[config.mk]
export PLATFORM = sky130hd
export DESIGN_NAME = writeback_arbiter_flat
export DESIGN_NICKNAME = d
export VERILOG_FILES = /design/src/rtl/writeback_arbiter_pkg.sv /design/src/rtl/writeback_arbiter_if.sv /design/src/rtl/writeback_arbiter_fifo.sv /design/src/rtl/writeback_arbiter.sv /design/src/flat_wrapper.sv
export SDC_FILE = /design/constraint.sdc
export NUM_CORES = 1
export LEC_CHECK = 0
export ABC_AREA = 1
export ABC_CLOCK_PERIOD_IN_PS = 8600
export BUFFER_PORTS_ARGS = -buffer_cell sky130_fd_sc_hd__buf_2
export CAP_MARGIN = 20
export CORE_ASPECT_RATIO = 1.1
export CORE_MARGIN = 5
export CORE_UTILIZATION = 56
export CTS_CLUSTER_SIZE = 14
export DETAILED_ROUTE_END_ITERATION = 16
export PLACE_DENSITY = 0.86
export SYNTH_ARGS = -nofsm -noshare
export SYNTH_HDL_FRONTEND = slang
export SYNTH_SLANG_ARGS = --single-unit
[constraint.sdc]
create_clock -name clk_i -period 8.6 [get_ports clk_i]
set_input_delay 0.86 -clock clk_i [delete_from_list [all_inputs] [get_ports clk_i]]
set_output_delay 0.86 -clock clk_i [all_outputs]
set_load 0.005 [all_outputs]
[src/rtl/writeback_arbiter_pkg.sv]
// Shared types for the writeback stage: the result-source select, register address,
// data word and the buffered aux write request.
package writeback_arbiter_pkg;

  typedef logic [31:0] word_st;
  typedef logic [4:0]  rf_addr_t;

  typedef enum logic [1:0] {
    RES_ALU   = 2'b00,
    RES_MEM   = 2'b01,
    RES_PC4   = 2'b10,
    RES_PCIMM = 2'b11
  } result_src_t;

  typedef struct packed {
    rf_addr_t rd;
    word_st   data;
  } wb_req_st;

endpackage

[src/rtl/writeback_arbiter_if.sv]
// Bundle of main-pipe WB inputs, aux result channels and the register-file write port.
interface writeback_arbiter_if #(
  parameter int NUM_AUX = 2
);
  import writeback_arbiter_pkg::*;

  logic                       valid_wb_i;
  rf_addr_t                   rd_wb_i;
  result_src_t                result_src_wb_i;
  word_st                     alu_result_wb_i;
  word_st                     read_data_sized_wb_i;
  word_st                     pc_next_4_wb_i;
  word_st                     pc_next_imm_wb_i;
  word_st                     result_wb_o;
  logic     [NUM_AUX-1:0]     aux_valid_i;
  rf_addr_t [NUM_AUX-1:0]     aux_rd_i;
  word_st   [NUM_AUX-1:0]     aux_data_i;
  logic     [NUM_AUX-1:0]     aux_ready_o;
  logic                       stall_o;
  logic                       aux_pending_o;
  logic                       rf_we_o;
  rf_addr_t                   rf_rd_o;
  word_st                     rf_wd_o;

  modport master (
    output valid_wb_i, rd_wb_i, result_src_wb_i, alu_result_wb_i, read_data_sized_wb_i,
           pc_next_4_wb_i, pc_next_imm_wb_i, aux_valid_i, aux_rd_i, aux_data_i,
    input  result_wb_o, aux_ready_o, stall_o, aux_pending_o, rf_we_o, rf_rd_o, rf_wd_o
  );

  modport slave (
    input  valid_wb_i, rd_wb_i, result_src_wb_i, alu_result_wb_i, read_data_sized_wb_i,
           pc_next_4_wb_i, pc_next_imm_wb_i, aux_valid_i, aux_rd_i, aux_data_i,
    output result_wb_o, aux_ready_o, stall_o, aux_pending_o, rf_we_o, rf_rd_o, rf_wd_o
  );

endinterface

[src/rtl/writeback_arbiter_fifo.sv]
// Small circular buffer of pending aux writes; one instance per aux channel.
module wb_fifo
  import writeback_arbiter_pkg::*;
#(
  parameter int DEPTH = 2
) (
  input  logic     clk_i,
  input  logic     rst_i,
  input  logic     push,
  input  wb_req_st push_data,
  input  logic     pop,
  output wb_req_st head,
  output logic     full,
  output logic     empty
);

  localparam int PTR_W = $clog2(DEPTH);
  localparam int CNT_W = PTR_W + 1;

  wb_req_st         mem [DEPTH];
  logic [PTR_W-1:0] wr_ptr;
  logic [PTR_W-1:0] rd_ptr;
  logic [CNT_W-1:0] count;

  always_ff @(posedge clk_i) begin
    if (push) mem[wr_ptr] <= push_data;
  end

  always_ff @(posedge clk_i or posedge rst_i) begin
    if (rst_i) begin
      wr_ptr <= '0;
      rd_ptr <= '0;
      count  <= '0;
    end else begin
      if (push) wr_ptr <= wr_ptr + PTR_W'(1);
      if (pop)  rd_ptr <= rd_ptr + PTR_W'(1);
      case ({push, pop})
        2'b10:   count <= count + CNT_W'(1);
        2'b01:   count <= count - CNT_W'(1);
        default: count <= count;
      endcase
    end
  end

  assign head  = mem[rd_ptr];
  assign full  = (count == CNT_W'(DEPTH));
  assign empty = (count == '0);

  a_no_push_full: assert property (@(posedge clk_i) disable iff (rst_i) !(push && full));
  a_no_pop_empty: assert property (@(posedge clk_i) disable iff (rst_i) !(pop && empty));

endmodule

[src/rtl/writeback_arbiter.sv]
// Writeback stage: main result mux plus round-robin merge of buffered aux results onto the
// single registered RF write port, with a starvation guard that stalls the main pipe.
module writeback_arbiter
  import writeback_arbiter_pkg::*;
#(
  parameter int NUM_AUX      = 2,
  parameter int FIFO_DEPTH   = 2,
  parameter int STARVE_LIMIT = 4
) (
  input logic               clk_i,
  input logic               rst_i,
  writeback_arbiter_if.slave wb
);

  localparam int IDX_W = (NUM_AUX > 1) ? $clog2(NUM_AUX) : 1;
  localparam int SC_W  = $clog2(STARVE_LIMIT + 1);

  logic [NUM_AUX-1:0] full;
  logic [NUM_AUX-1:0] empty;
  logic [NUM_AUX-1:0] push;
  logic [NUM_AUX-1:0] aux_gnt;
  wb_req_st           head [NUM_AUX];
  wb_req_st           aux_req;
  word_st             main_result;
  logic               main_req;
  logic               main_gnt;
  logic               aux_found;
  logic               aux_any;
  logic               stall;
  logic [IDX_W-1:0]   rr_ptr;
  logic [IDX_W-1:0]   rr_nxt;
  logic [SC_W-1:0]    starve_cnt;
  logic               rf_we;
  rf_addr_t           rf_rd;
  word_st             rf_wd;

  always_comb begin
    main_result = wb.alu_result_wb_i;
    case (wb.result_src_wb_i)
      RES_ALU:   main_result = wb.alu_result_wb_i;
      RES_MEM:   main_result = wb.read_data_sized_wb_i;
      RES_PC4:   main_result = wb.pc_next_4_wb_i;
      RES_PCIMM: main_result = wb.pc_next_imm_wb_i;
      default:   main_result = wb.alu_result_wb_i;
    endcase
  end

  for (genvar k = 0; k < NUM_AUX; k++) begin : g_aux
    wb_req_st push_req;
    // rd==0 results are acknowledged but never stored
    assign push[k]  = wb.aux_valid_i[k] && !full[k] && (wb.aux_rd_i[k] != '0);
    assign push_req = '{rd: wb.aux_rd_i[k], data: wb.aux_data_i[k]};

    wb_fifo #(.DEPTH(FIFO_DEPTH)) u_fifo (
      .clk_i     (clk_i),
      .rst_i     (rst_i),
      .push      (push[k]),
      .push_data (push_req),
      .pop       (aux_gnt[k]),
      .head      (head[k]),
      .full      (full[k]),
      .empty     (empty[k])
    );
  end

  assign aux_any  = |(~empty);
  assign main_req = wb.valid_wb_i && (wb.rd_wb_i != '0);
  assign stall    = (starve_cnt == SC_W'(STARVE_LIMIT));
  assign main_gnt = !stall && main_req;

  // Pass 0 scans channels at/after rr_ptr, pass 1 wraps to those below it.
  always_comb begin
    aux_gnt   = '0;
    aux_req   = '0;
    aux_found = 1'b0;
    rr_nxt    = rr_ptr;
    if (!main_gnt) begin
      for (int pass = 0; pass < 2; pass++) begin
        for (int k = 0; k < NUM_AUX; k++) begin
          if (!aux_found && !empty[k] && ((pass == 0) == (k >= int'(rr_ptr)))) begin
            aux_found  = 1'b1;
            aux_gnt[k] = 1'b1;
            aux_req    = head[k];
            rr_nxt     = (k == NUM_AUX - 1) ? '0 : IDX_W'(k + 1);
          end
        end
      end
    end
  end

  always_ff @(posedge clk_i or posedge rst_i) begin
    if (rst_i) begin
      rr_ptr     <= '0;
      starve_cnt <= '0;
      rf_we      <= 1'b0;
      rf_rd      <= '0;
      rf_wd      <= '0;
    end else begin
      if (aux_found) rr_ptr <= rr_nxt;
      if (aux_found || !aux_any) starve_cnt <= '0;
      else if (!stall)           starve_cnt <= starve_cnt + SC_W'(1);
      rf_we <= main_gnt || aux_found;
      if (main_gnt) begin
        rf_rd <= wb.rd_wb_i;
        rf_wd <= main_result;
      end else if (aux_found) begin
        rf_rd <= aux_req.rd;
        rf_wd <= aux_req.data;
      end
    end
  end

  assign wb.result_wb_o   = main_result;
  assign wb.aux_ready_o   = ~full;
  assign wb.stall_o       = stall;
  assign wb.aux_pending_o = aux_any;
  assign wb.rf_we_o       = rf_we;
  assign wb.rf_rd_o       = rf_rd;
  assign wb.rf_wd_o       = rf_wd;

  a_grant_onehot: assert property (@(posedge clk_i) disable iff (rst_i) $onehot0({main_gnt, aux_gnt}));
  a_no_x0_write:  assert property (@(posedge clk_i) disable iff (rst_i) !(rf_we && rf_rd == '0));

endmodule
[src/flat_wrapper.sv]
// flat-port wrapper written by rule: the top's interface ports become plain ports
module writeback_arbiter_flat import writeback_arbiter_pkg::*;
#(
  parameter int NUM_AUX      = 2,
  parameter int FIFO_DEPTH   = 2,
  parameter int STARVE_LIMIT = 4
)
  (clk_i, rst_i, wb_valid_wb_i, wb_rd_wb_i, wb_result_src_wb_i, wb_alu_result_wb_i, wb_read_data_sized_wb_i, wb_pc_next_4_wb_i, wb_pc_next_imm_wb_i, wb_aux_valid_i, wb_aux_rd_i, wb_aux_data_i, wb_result_wb_o, wb_aux_ready_o, wb_stall_o, wb_aux_pending_o, wb_rf_we_o, wb_rf_rd_o, wb_rf_wd_o);
  writeback_arbiter_if #(.NUM_AUX(NUM_AUX)) wb_i ();
  input logic clk_i;
  input logic rst_i;
  input wire logic [$bits(wb_i.valid_wb_i)-1:0] wb_valid_wb_i;
  input wire logic [$bits(wb_i.rd_wb_i)-1:0] wb_rd_wb_i;
  input wire logic [$bits(wb_i.result_src_wb_i)-1:0] wb_result_src_wb_i;
  input wire logic [$bits(wb_i.alu_result_wb_i)-1:0] wb_alu_result_wb_i;
  input wire logic [$bits(wb_i.read_data_sized_wb_i)-1:0] wb_read_data_sized_wb_i;
  input wire logic [$bits(wb_i.pc_next_4_wb_i)-1:0] wb_pc_next_4_wb_i;
  input wire logic [$bits(wb_i.pc_next_imm_wb_i)-1:0] wb_pc_next_imm_wb_i;
  input wire logic [$bits(wb_i.aux_valid_i)-1:0] wb_aux_valid_i;
  input wire logic [$bits(wb_i.aux_rd_i)-1:0] wb_aux_rd_i;
  input wire logic [$bits(wb_i.aux_data_i)-1:0] wb_aux_data_i;
  output wire logic [$bits(wb_i.result_wb_o)-1:0] wb_result_wb_o;
  output wire logic [$bits(wb_i.aux_ready_o)-1:0] wb_aux_ready_o;
  output wire logic [$bits(wb_i.stall_o)-1:0] wb_stall_o;
  output wire logic [$bits(wb_i.aux_pending_o)-1:0] wb_aux_pending_o;
  output wire logic [$bits(wb_i.rf_we_o)-1:0] wb_rf_we_o;
  output wire logic [$bits(wb_i.rf_rd_o)-1:0] wb_rf_rd_o;
  output wire logic [$bits(wb_i.rf_wd_o)-1:0] wb_rf_wd_o;
  assign wb_i.valid_wb_i = wb_valid_wb_i;
  assign wb_i.rd_wb_i = wb_rd_wb_i;
  assign wb_i.result_src_wb_i = wb_result_src_wb_i;
  assign wb_i.alu_result_wb_i = wb_alu_result_wb_i;
  assign wb_i.read_data_sized_wb_i = wb_read_data_sized_wb_i;
  assign wb_i.pc_next_4_wb_i = wb_pc_next_4_wb_i;
  assign wb_i.pc_next_imm_wb_i = wb_pc_next_imm_wb_i;
  assign wb_i.aux_valid_i = wb_aux_valid_i;
  assign wb_i.aux_rd_i = wb_aux_rd_i;
  assign wb_i.aux_data_i = wb_aux_data_i;
  assign wb_result_wb_o = wb_i.result_wb_o;
  assign wb_aux_ready_o = wb_i.aux_ready_o;
  assign wb_stall_o = wb_i.stall_o;
  assign wb_aux_pending_o = wb_i.aux_pending_o;
  assign wb_rf_we_o = wb_i.rf_we_o;
  assign wb_rf_rd_o = wb_i.rf_rd_o;
  assign wb_rf_wd_o = wb_i.rf_wd_o;
  writeback_arbiter #(.NUM_AUX(NUM_AUX), .FIFO_DEPTH(FIFO_DEPTH), .STARVE_LIMIT(STARVE_LIMIT)) u_core (.clk_i(clk_i), .rst_i(rst_i), .wb(wb_i));
endmodule
Yosys cells after proc, flatten, opt, wreduce, memory -nomap -nowiden

Memory sizes are Yosys's and may differ from the RTL's.
Index checks and enable logic that the tools add are counted.

Memories kept: 2
Memory bits (writable): 148
Bits in latches: 0
Register bits after elaboration: 50
Bits in read-only memories: 0
Logic and storage cells: 98
Output and inout port bits: 74
Input bits: 214

Multiply operators: 0
Shift operators: 0
Divide/modulo/power cells: 0
Equal/unequal tests: 11
Bitwise logic cells: 4
Add/sub/neg operators: 9
Order comparisons: 1
Reductions and logical operators: 32
Multiplexer cells: 28

Memories:

| memory                     | words | bits a word | rd ports | clocked after memory_dff | wr ports | RTL line                     | source |
|---|---|---|---|---|---|---|---|
| u_core.g_aux[0].u_fifo.mem | 2     | 37          | 1        | 0                        | 1        | writeback_arbiter_fifo.sv:20 | `wb_req_st mem [DEPTH];` |
| u_core.g_aux[1].u_fifo.mem | 2     | 37          | 1        | 0                        | 1        | writeback_arbiter_fifo.sv:20 |  |

Operator list:

| kind                                              | number |
|---|---|
| one-hot mux 32 bit (4 select lines)               | 1 |
| two-way mux 37 bit                                | 3 |
| two-way mux 32 bit                                | 2 |
| two-way mux 1 bit                                 | 15 |
| nonzero test 5 bit                                | 3 |
| == test 2 bit (second input constant)             | 6 |
| logical AND 1 bit                                 | 10 |
| two-way mux 5 bit                                 | 2 |
| zero test 1 bit                                   | 8 |
| one-hot mux 2 bit (2 select lines)                | 2 |
| == test 2 x 1 -> 1 bit (second input constant)    | 3 |
| zero test 2 bit                                   | 3 |
| two-way mux 3 bit                                 | 2 |
| nonzero test 2 bit                                | 3 |
| adder 1 bit (second input constant)               | 4 |
| adder 2 x 1 -> 2 bit (second input constant)      | 2 |
| NOT 2 bit                                         | 2 |
| subtractor 2 x 1 -> 2 bit (second input constant) | 2 |
| adder 3 x 1 -> 3 bit (second input constant)      | 1 |
| == test 3 bit (second input constant)             | 1 |
| AND reduction 3 bit                               | 1 |
| nonzero test 3 bit                                | 1 |
| logical OR 1 bit                                  | 2 |
| two-way mux 2 bit                                 | 1 |
| other kinds (4)                                   | 5 |

Logic depth before layout (Yosys ltp)

Gate-level depths: netlist (run 1).

Word-level depth: 16
Gate-level depth with buffers: 13
Mapped depth without buffers: 12

Modules after synthesis

A second synthesis (run 1) with hierarchy kept.

Cell total of the unflattened synthesis: 997
Area, all modules: 9580.4 sq um

Modules (own cells, without submodules):

| module            | area each (sq um) | instances | cells each | seq. area each (sq um) |
|---|---|---|---|---|
| wb_fifo           | 2962.8            | 2         | 218        | 2322.2 |
| writeback_arbiter | 3654.8            | 1         | 561        | 1051.0 |

Worst setup path before layout (run 1)

No wires, ideal clock.

Path kind: input-to-reg
Start point: in wb_aux_rd_i[3]
End point: mem u_core.g_aux[0].u_fifo.mem[0][0] (netlist name) (enable)
Data required time: 8.169 ns
Arrival time: 2.660 ns
Stages: 4
Setup time: 0.431 ns
Slack: 5.508 ns
Path through: nor3_1 -> nand2_1 -> nand3_1 -> nor2_1

Cells in the longest elaborated chain, start to end: 4

RTL lines:

| what                                    | RTL line                     | source |
|---|---|---|
| start, declared                         | flat_wrapper.sv:20           | `input wire logic [$bits(wb_i.aux_rd_i)-1:0] wb_aux_rd_i;` |
| nonzero test 5 bit                      | writeback_arbiter.sv:51      | `assign push[k] = wb.aux_valid_i[k] && !full[k] && (wb.aux_rd_i[k] != '0);` |
| logical AND 1 bit                       | writeback_arbiter.sv:51      |  |
| two-way mux 1 bit                       | writeback_arbiter_fifo.sv:26 | `if (push) mem[wr_ptr] <= push_data;` |
| two-way mux 1 bit (implied by the code) | writeback_arbiter_fifo.sv:26 |  |
| end, declared                           | writeback_arbiter_fifo.sv:20 |  |

No other way between the ends.

Worst setup path after layout (run 1)

Start point: in wb_result_src_wb_i[1]
End point: out wb_result_wb_o[8]

Cells in the longest elaborated chain, start to end: 2

RTL lines:

| what                                    | RTL line                | source |
|---|---|---|
| start, declared                         | flat_wrapper.sv:14      | `input wire logic [$bits(wb_i.result_src_wb_i)-1:0] wb_result_src_wb_i;` |
| == test 2 bit (tied with other cells)   | writeback_arbiter.sv:39 | `case (wb.result_src_wb_i)` |
| one-hot mux 32 bit (4 select lines) (*) | writeback_arbiter.sv:39 |  |
| end, declared                           | flat_wrapper.sv:22      | `output wire logic [$bits(wb_i.result_wb_o)-1:0] wb_result_wb_o;` |

Mark *: on every way between the ends. The rest lies on a longest branch, timed or not.

==> results of run 1 <==
-- area by class of cell --
| class | count | area [um^2] |
|---|---|---|
| Antenna cell | 8 | 20.0 |
| Clock buffer | 17 | 425 |
| Clock inverter | 15 | 185 |
| Fill cell | 1234 | 4830 |
| Inverter | 67 | 251 |
| Multi-Input combinational cell | 731 | 3170 |
| Sequential cell | 198 | 5700 |
| Tap cell | 204 | 255 |
| Timing Repair Buffer | 297 | 1540 |
-- cell usage after synthesis --
master    count
nand2_1     502
edfxtp_1    148
inv_2         5
nor2_1       16
nand2_2       2
o21ai_0       2
nor2_4        2
nor3_1        2
inv_1        62
xor2_1        4
nand4_1      32
buf_2        33
buf_4         4
nand3_1     153
ha_1          4
a21oi_1       3
dfrtp_1      50
buf_1        10
xnor2_1       5
buf_6         2
clkbuf_1      8
nor2_2        4
-- through the flow --
stage                     cell area [um^2]  setup slack [ns]
final                                11500              5.09
after global routing                 11500              4.92
after CTS                            11500              5.14
after detailed placement             10900              5.14
after global placement               10900              5.14
after floorplan                       9370              5.51
-- path summary, 6_finish.rpt --
check | endpoint | startpoint | slack, ns | cells after the start
worst max-delay path | wb_result_wb_o[8] | wb_result_src_wb_i[1] | 5.09 | 6
worst max register to register | u_core.wb.rf_wd_o[14]$_DFFE_PP0P_ | u_core.starve_cnt[0]$_DFFE_PP0P_ | 5.75 | 12
min in group asynchronous | u_core.wb.rf_wd_o[27]$_DFFE_PP0P_ | rst_i | 0.61 | 3
worst min-delay path | u_core.starve_cnt[0]$_DFFE_PP0P_ | u_core.starve_cnt[0]$_DFFE_PP0P_ | 0.49 | 1
max in group asynchronous | u_core.wb.rf_rd_o[3]$_DFFE_PP0P_ | rst_i | 7.51 | 3
worst min register to register | u_core.starve_cnt[0]$_DFFE_PP0P_ | u_core.starve_cnt[0]$_DFFE_PP0P_ | 0.49 | 1
-- registers in the layout (all words and copies together), names as in the netlist --
signal	count
u_core.g_aux.u_fifo.mem	148
u_core.wb.rf_wd_o	32
u_core.wb.rf_rd_o	5
u_core.g_aux.u_fifo.count	4
u_core.starve_cnt	3
u_core.g_aux.u_fifo.rd_ptr	2
u_core.g_aux.u_fifo.wr_ptr	2
u_core.rr_ptr	1
u_core.wb.rf_we_o	1
-- cell families after synthesis --
kind of cell    after synthesis  share of synthesized area
simple gates                713                      0.318
flops                       198                      0.608
buf+inv                     124                     0.0573
xor+xnor                      9                    0.00842
compound gates                5                    0.00267
fa+ha+maj                     4                    0.00534
-- per-layer routing --
metal  track usage  share of wire
met5             0        0.00089
met4         0.148          0.051
met3        0.0685          0.088
met2         0.509           0.49
met1         0.375           0.37
-- power breakdown --
group          switching (mW)  leakage, nW  internal (mW)
clock                   0.369        0.295          0.442
combinational           0.955         3.32          0.412
sequential              0.111         1.98           1.33
total                    1.44         5.60           2.18
-- cells in the final DEF, fill, tap and decap left out, drive strengths merged, types with 5 or more instances in the layout --
cell,n
nand2,504
buf,297
nand3,153
edfxtp,148
inv,74
dfrtp,50
nand4,32
nor2,22
clkbuf,17
diode,8
xnor2,5
==> out/results.tsv, run 1 <==
stage	metric	value	unit
global_routing	grt_usage	0.305	
drt	routed_wl	30.4	mm
drt	routedWlPerCell	19.8	um
floorplanning	ios	288	
final_layout	fin_nets	1530	
worst_setup_path	critPathMaxFanout	40	
timing	hold_violations	0	
timing	slew_violations	0	
drt	ant_nets	0	
cts	cts_root_buf	clkbuf_16	
placement	gp_congestion	1.02	
worst_setup_path	cp_top_family	buffers and inverters	
floorplanning	fp.dieW	133	um
pwr	p_leak	5.60	nW
hold_path	worstHoldPathType	flop to flop	
cts	postCtsHoldBufs	0	
global_routing	grt_pass1_vias	8186	
synthesis	yosysTopAreaCell	edfxtp_1	
timing	setup_viol	0	
global_routing	antenna_found_initial	10	
drt	dr_total_vias	8537	
synthesis	netlist_area	0.00937	mm^2
cts	htreeDepth	4	
drt	first_iter_violations	766	
worst_setup_path	worst-path-buf-inv	3	
floorplanning	rows	49	
worst_setup_path	cpMostUsedCell	buf_2	
timing	finalCriticalPeriod	3.51	ns
cts	clk_latency	0.43	ns
timing	rsz0062_at_grt	no	
final_layout	final_cells	1537	
timing	fin_worst_skew	0.00806	ns
worst_setup_path	cp.arrival	2.65	ns
synthesis	yosysWarningCount	0	
timing	worst_pin_slew	1.10	ns
global_routing	overflow	0	
synthesis	ys_seq_area_frac	0.608	
synthesis	synthCells	1053	
synthesis	syn_nets	1271	
worst_setup_path	slowest_stage	buf_2	
final_layout	final_core_util	0.705	
worst_setup_path	slowest_delay	0.52	ns
timing	fin_crit_sh	0.408	
timing	hold_ws	0.490	ns
drt	drc	0	
floorplanning	design.die.area	0.0194	mm^2
worst_setup_path	critical_path_required	7.74	ns
pwr	total_power	3.62	mW
drt	first_pass_iters	6	
pwr	pwr_density_cell	313	mW/mm^2
timing	timing.setup.tns	0	ns
synthesis	synth_area_leaders	edfxtp_1 47%, nand2_1 20%, dfrtp_1 13%	
floorplanning	core-area	0.0164	mm^2
placement	port_buffers	287	
synthesis	syn_area_per_cell	8.90	um^2
cts	post_cts_resized	0	
final_layout	area_growth	23.2	%
cts	clockBufferDepth	2	
cts	postCtsSetupRepairBufs	0	
floorplanning	fp.dieH	146	um
worst_setup_path	crit_type	input port to output pin	
timing	slew_headroom	0.268	
global_routing	grt_pass1_wl	45.8	mm
cts	cts_made_buffers	17	
cts	cts_tree	built	
placement	dp_hpwl	21.3	mm
placement	dp_cells	1497	
drt	routed_via_density	5.55	
synthesis	synth_seq_cells	198	
cts	clk_pin_slew	0.07	ns
final_layout	drive_above_1_share	0.263	
worst_setup_path	start_kind	input port	
synthesis	synth_top_area_share	0.474	
timing	max_freq	0.285	GHz
cts	cts.sinks	198	
outcome	outcome	finished, final reports clean	
pwr	irDropWorstVdd	0.204	mV
synthesis	yosysUniqueCellTypes	22	
worst_setup_path	path_cells	buf_2 -> inv_2 -> nor2_2 -> nand2_1 -> nand4_1 -> buf_2	
flow_run	drv_cap	0	
worst_setup_path	end_kind	output pin	
global_routing	grt_max_degree	71	
floorplanning	start_util	0.572	
(Power assumes the default switching activity.)
==> run 2: changes to the inputs <==
- ABC_AREA: 1 -> 0
- ABC_CLOCK_PERIOD_IN_PS: 8600 -> 3600
- CORE_UTILIZATION: 56 -> 51
- PLACE_DENSITY: 0.86 -> 0.81
- clock period: 8.6 -> 3.6 ns (I/O delays scaled with it)
==> run 2 against run 1 <==
- combinational power increased by 100%
- die area increased by 1.4%
- final cell count down 31%
- critical path depth rose by 1
- total power increased by 120%
- clock-buffer cell count up 2
- critical endpoint is now u_core.wb.rf_wd_o[8]$_DFFE_PP0P_
- largest power group unchanged
- highest routed layer unchanged
==> out/results.tsv, run 2 <==
stage	metric	value	unit
pwr	p_leak	4.60	nW
worst_setup_path	critical_path_required	3.92	ns
cts	post_cts_resized	0	
synthesis	synth_area_leaders	edfxtp_1 51%, dfrtp_1 14%, mux2i_1 8.4%	
timing	slew_headroom	0.403	
floorplanning	design.die.area	0.0197	mm^2
worst_setup_path	cp.arrival	2.76	ns
drt	drc	0	
synthesis	netlist_area	0.00866	mm^2
drt	dr_total_vias	6027	
placement	dp_hpwl	16.7	mm
global_routing	grt_usage	0.237	
cts	htreeDepth	4	
timing	finalCriticalPeriod	2.44	ns
cts	cts_tree	built	
timing	fin_worst_skew	0.00931	ns
final_layout	layout_common_cells	287 x buf_2, 148 x edfxtp_1, 73 x mux2i_1	
final_layout	regMostFlops	u_core.g_aux.u_fifo.mem	
timing	setup_viol	0	
synthesis	synthFlopType	edfxtp_1	
timing	fin_crit_sh	0.677	
worst_setup_path	start_kind	flop	
timing	max_freq	0.410	GHz
worst_setup_path	critPathMaxFanout	28	
timing	worst_pin_slew	0.891	ns
cts	clk_latency	0.43	ns
floorplanning	fp.dieH	147	um
global_routing	antenna_found_initial	4	
synthesis	ys_seq_area_frac	0.658	
pwr	netSwitchingFraction	0.332	
hold_path	worstHoldPathType	input port to asynchronous set/reset pin	
final_layout	final_core_util	0.653	
floorplanning	fp.dieW	134	um
synthesis	synth_edf_count	148	
drt	routed_wl	23.0	mm
global_routing	grt_pass1_vias	6414	
synthesis	syn_area_per_cell	15.6	um^2
pwr	pwr_density_cell	735	mW/mm^2
pwr	pwr-share-comb	0.345	
cts	cts_made_buffers	17	
cts	postCtsHoldBufs	0	
drt	first_iter_violations	318	
final_layout	largest_register_ffs	148	
global_routing	grt_max_degree	41	
timing	setup_slack	1.16	ns
worst_setup_path	rrSetupSlack	1.16	ns
pwr	p_switching	2.68	mW
synthesis	yosysMostFrequentCell	edfxtp_1	
final_layout	finalInstanceArea	0.0110	mm^2
final_layout	drive_above_1_share	0.462	
drt	routed_via_density	5.69	
worst_setup_path	crit_type	flop to flop	
floorplanning	rows	50	
synthesis	synth_seq_cells	198	
pwr	internal_power	5.40	mW
drt	first_pass_iters	5	
final_layout	fill_cells	1244	
placement	post_dp_cell_area	0.0104	mm^2
synthesis	yosysTopAreaCell	edfxtp_1	
timing	slew_violations	0	
synthesis	yosysUniqueCellTypes	39	
synthesis	synth_top_area_share	0.513	
global_routing	grt_pass1_wl	35.4	mm
placement	port_buffers	287	
synthesis	async_flop_share	0.253	
outcome	outcome	finished, final reports clean	
timing	timing.setup.tns	0	ns
timing	rsz0062_at_grt	no	
cts	postCtsSetupRepairBufs	0	
floorplanning	core-area	0.0168	mm^2
floorplanning	start_util	0.515	
worst_setup_path	end_kind	flop	
final_layout	fin_nets	1055	
pwr	power_frac_seq	0.440	
synthesis	synthCells	554	
synthesis	syn_nets	772	
final_layout	area_growth	27.0	%
cts	cts.sinks	198	
placement	gp_congestion	0.787	
placement	pre_cts_ws	1.18	ns
cts	clk_pin_slew	0.07	ns
floorplanning	ios	288	
cts	cts_root_buf	clkbuf_16	
drt	ant_nets	0	
final_layout	final_common_cell	buf_2	
cts	clockBufferDepth	2	
pwr	pwr-share-clk	0.215	
timing	hold_violations	0	
flow_run	drv_cap	0	
drt	routedWlPerCell	21.7	um
synthesis	synthTopCellsByCount	148 x edfxtp_1, 73 x mux2i_1, 64 x nor2_1	
pwr	irDropWorstVdd	0.438	mV
global_routing	overflow	0	
synthesis	yosysWarningCount	0	
## run 2: cell count changes in the layout (fill, tap and decap cells not counted), moves of 14 or more
cell	change
o221ai_1	+14
inv_1	-56
mux2i_1	+73
nand3_1	-153
nand4_1	-32
a21oi_1	+24
o21ai_0	+16
nand2_1	-493
nor2_1	+50
mux2_2	+15
mux4_2	+32
a22o_1	+14
## run 2: final timing paths
| kind | start | endpoint | cells after the start |
|---|---|---|---|
| setup reg to reg | u_core.starve_cnt[0]$_DFFE_PP0P_ | u_core.wb.rf_wd_o[8]$_DFFE_PP0P_ | 7 |
| hold / removal | rst_i | u_core.wb.rf_wd_o[9]$_DFFE_PP0P_ | 2 |
| hold reg to reg | u_core.starve_cnt[0]$_DFFE_PP0P_ | u_core.starve_cnt[0]$_DFFE_PP0P_ | 1 |
| max in group asynchronous | rst_i | u_core.g_aux[0].u_fifo.rd_ptr$_DFFE_PP0N_ | 3 |
| min in group clk_i | wb_aux_data_i[43] | u_core.g_aux[1].u_fifo.mem[1][11]$_DFFE_PP_ | 1 |
| setup / recovery | u_core.starve_cnt[0]$_DFFE_PP0P_ | u_core.wb.rf_wd_o[8]$_DFFE_PP0P_ | 7 |
## run 2: layer usage
metal	GRT usage	part of all wire	up-vias	routed length (um)
met5	0	0.0015	-	34
met4	0.0804	0.025	6	583
met3	0.0634	0.074	45	1710
met2	0.413	0.52	266	12100
met1	0.285	0.38	2986	8640
li1	-	-	2724	-
## run 2: per-stage QoR
stage	std cells	power, mW	hold WS (ns)
2_1_floorplan	554	5.22	0.443
3_3_place_gp	1019	6.18	0.452
3_5_place_dp	1023	6.33	0.461
4_1_cts	1055	8.07	0.0957
5_1_grt	1059	8.52	0.0954
6_report	1059	8.08	0.0735
## run 2: power by group through the flow
stage,Clock (mW),Sequential (mW),Combinational [mW]
floorplan,0,3.46,1.76
global placement,0,3.67,2.51
detailed placement,0,3.68,2.65
CTS,1.77,3.64,2.66
global route,1.86,3.62,3.04
finish,1.74,3.56,2.78
## run 2: area by class of cell
cell class	instances	area (um^2)	area share
Inverter	6	22.5	0.00205
Sequential cell	198	5700	0.518
Clock inverter	13	109	0.00990
Antenna cell	1	2.50	0.000228
Timing Repair Buffer	301	1640	0.150
Multi-Input combinational cell	313	2830	0.257
Clock buffer	19	433	0.0394
Tap cell	208	260	0.0237
## run 2: cell families after synthesis
group	after synthesis	share of synthesized area
adders and majority gates	4	0.00578
buffers and inverters	43	0.0234
muxes	120	0.187
DFF	198	0.658
AOI/OAI and AO/OA	91	0.0709
xor gates and xnor gates	11	0.0111
and+or+nand+nor	87	0.0439
## run 2: worst max-delay path, cell delays in order (launching register included)
cell and delay (ns):
dfrtp_1 0.37, inv_1 0.05, ha_1 0.20, a21boi_1 0.44, o21a_2 0.53, buf_4 0.38, nor2_1 0.09, a22o_1 0.24
==> run 3: changes to the inputs <==
- ABC_CLOCK_PERIOD_IN_PS: 3600 -> 2100
- CORE_UTILIZATION: 51 -> 46
- PLACE_DENSITY: 0.81 -> 0.77
- clock period: 3.6 -> 2.1 ns (I/O delays scaled with it)
==> run 3 against run 2 <==
- non-clock buffer count increased by 91
- die area increased by 10%
- setup slack got worse by 1.1 ns
- largest cell class unchanged
- the flow now finishes with violations (hold timing)
==> out/results.tsv, run 3 (synthesized netlist as in run 2, its figures left out) <==
stage	metric	value	unit
pwr	p_leak	5.04	nW
timing	setup_viol	0	
timing	slew_violations	0	
drt	first_iter_violations	445	
drt	routed_via_density	5.39	
final_layout	regMostFlops	u_core.g_aux.u_fifo.mem	
cts	clk_latency	0.43	ns
worst_setup_path	crit_type	input port to flop	
placement	port_buffers	287	
cts	clk_pin_slew	0.07	ns
flow_run	drv_cap	0	
final_layout	fin_nets	1147	
global_routing	grt_pass1_vias	6854	
pwr	irDropWorstVdd	0.976	mV
worst_setup_path	critPathMaxFanout	13	
drt	routedWlPerCell	21.1	um
outcome	outcome	complete, but fails checks	
timing	setup_slack	0.0669	ns
final_layout	layout_common_cells	287 x buf_2, 148 x edfxtp_1, 73 x mux2i_1, 73 x dlygate4sd3_1, 60 x nor2_1	
drt	drc	0	
global_routing	grt_pass1_wl	38.0	mm
timing	hold_ws	-0.00998	ns
global_routing	grt_max_degree	51	
placement	post_dp_cell_area	0.0107	mm^2
worst_setup_path	start_kind	input port	
drt	ant_nets	0	
floorplanning	rows	52	
global_routing	use_met3	0.0435	
floorplanning	start_util	0.469	
final_layout	antenna_cells	0	
timing	worst_pin_slew	0.739	ns
drt	routed_wl	25.0	mm
timing	finalCriticalPeriod	2.03	ns
cts	cts_made_buffers	17	
cts	cts_root_buf	clkbuf_16	
worst_setup_path	cp.arrival	2.21	ns
timing	slew_headroom	0.507	
final_layout	drive_above_1_share	0.438	
outcome	failed_checks	hold timing	
floorplanning	ios	288	
final_layout	fill_cells	1382	
final_layout	finalInstanceArea	0.0120	mm^2
hold_path	worstHoldPathType	input port to asynchronous set/reset pin	
worst_setup_path	critical_path_required	2.28	ns
final_layout	final_core_util	0.652	
drt	dr_total_vias	6390	
timing	hold_violations	15	
global_routing	top_usage_layer	met2	
placement	dp_hpwl	17.4	mm
cts	htreeDepth	4	
cts	cts.sinks	198	
global_routing	grt_usage	0.229	
final_layout	area_growth	39.1	%
pwr	pwr_density_cell	1220	mW/mm^2
final_layout	largest_register_ffs	148	
cts	cts_tree	built	
floorplanning	design.die.area	0.0217	mm^2
floorplanning	fp.dieW	141	um
timing	fin_worst_skew	0.0137	ns
placement	gp_congestion	0.865	
cts	clockBufferDepth	2	
timing	max_freq	0.492	GHz
final_layout	final_common_cell	buf_2	
worst_setup_path	rrSetupSlack	0.23	ns
timing	rsz0062_at_grt	no	
worst_setup_path	end_kind	flop	
global_routing	met1_usage	0.293	
global_routing	met2_usage	0.402	
floorplanning	core-area	0.0185	mm^2
floorplanning	fp.dieH	154	um
drt	first_pass_iters	4	
placement	pre_cts_ws	-0.00224	ns
pwr	total_power	14.6	mW
global_routing	overflow	0	
timing	fin_crit_sh	0.968	
global_routing	antenna_found_initial	1	
## run 3: cell count changes in the layout (fill, tap and decap cells not counted), sizes merged
| cell | change |
|---|---|
| dlygate4sd3 | +73 |
| buf | +18 |
| clkinv | -4 |
| bufinv | +2 |
| clkbuf | +1 |
| clkinvlp | +1 |
| diode | -1 |
| nor2 | +1 |
## run 3: final timing paths
kind	end	start	cells after the start
hold / removal	u_core.wb.rf_wd_o[7]$_DFFE_PP0P_	rst_i	3
max in group asynchronous	u_core.g_aux[0].u_fifo.rd_ptr$_DFFE_PP0N_	rst_i	3
min in group clk_i	u_core.wb.rf_rd_o[4]$_DFFE_PP0P_	wb_rd_wb_i[4]	3
setup reg to reg	u_core.g_aux[1].u_fifo.mem[0][22]$_DFFE_PP_	u_core.g_aux[1].u_fifo.count[1]$_DFFE_PP0P_	5
hold reg to reg	u_core.starve_cnt[0]$_DFFE_PP0P_	u_core.starve_cnt[0]$_DFFE_PP0P_	1
setup / recovery	u_core.g_aux[1].u_fifo.mem[0][14]$_DFFE_PP_	wb_aux_rd_i[5]	7
## run 3: metrics by stage
stage | instances | setup TNS (ns)
6_report | 1185 | 0
5_1_grt | 1185 | 0
4_1_cts | 1183 | 0
3_5_place_dp | 1077 | -0.0185
3_3_place_gp | 1077 | 0
2_1_floorplan | 554 | -13.94
## run 3: area by class of cell
| class | instances | area, um^2 | area share |
|---|---|---|---|
| Sequential cell | 198 | 5700 | 0.473 |
| Clock buffer | 20 | 457 | 0.0379 |
| Tap cell | 243 | 304 | 0.0252 |
| Multi-Input combinational cell | 314 | 2840 | 0.236 |
| Clock inverter | 12 | 151 | 0.0126 |
| Timing Repair Buffer | 392 | 2570 | 0.213 |
| Inverter | 6 | 22.5 | 0.00187 |
## run 3: layer usage
layer	wire [um]	share of wire
met5	13	0.00052
met4	299	0.012
met3	1560	0.062
met2	13000	0.52
met1	10100	0.40
## run 3: critical path, cell delays in order
cell,delay (ns)
dlygate4sd3_1,0.54
buf_2,0.14
or4_4,0.55
o211ai_1,0.28
buf_4,0.20
nor2_4,0.10
buf_12,0.18
## run 3: power by group
part / internal (mW) / switching [mW]
Combinational: 2.50 / 2.88
Sequential: 5.44 / 0.501
Clock: 1.94 / 1.38
## run 3: timing repair
| item | in CTS | in global routing |
|---|---|---|
| hold buffers | 73 | 0 |
| cloned | 1 | 0 |
| pin swaps | 1 | 1 |
| hold endpoints to repair | 146 | 0 |
| setup buffers | 0 | 1 |
| gates resized for setup | 1 | 1 |
| setup endpoints to repair | 37 | 8 |
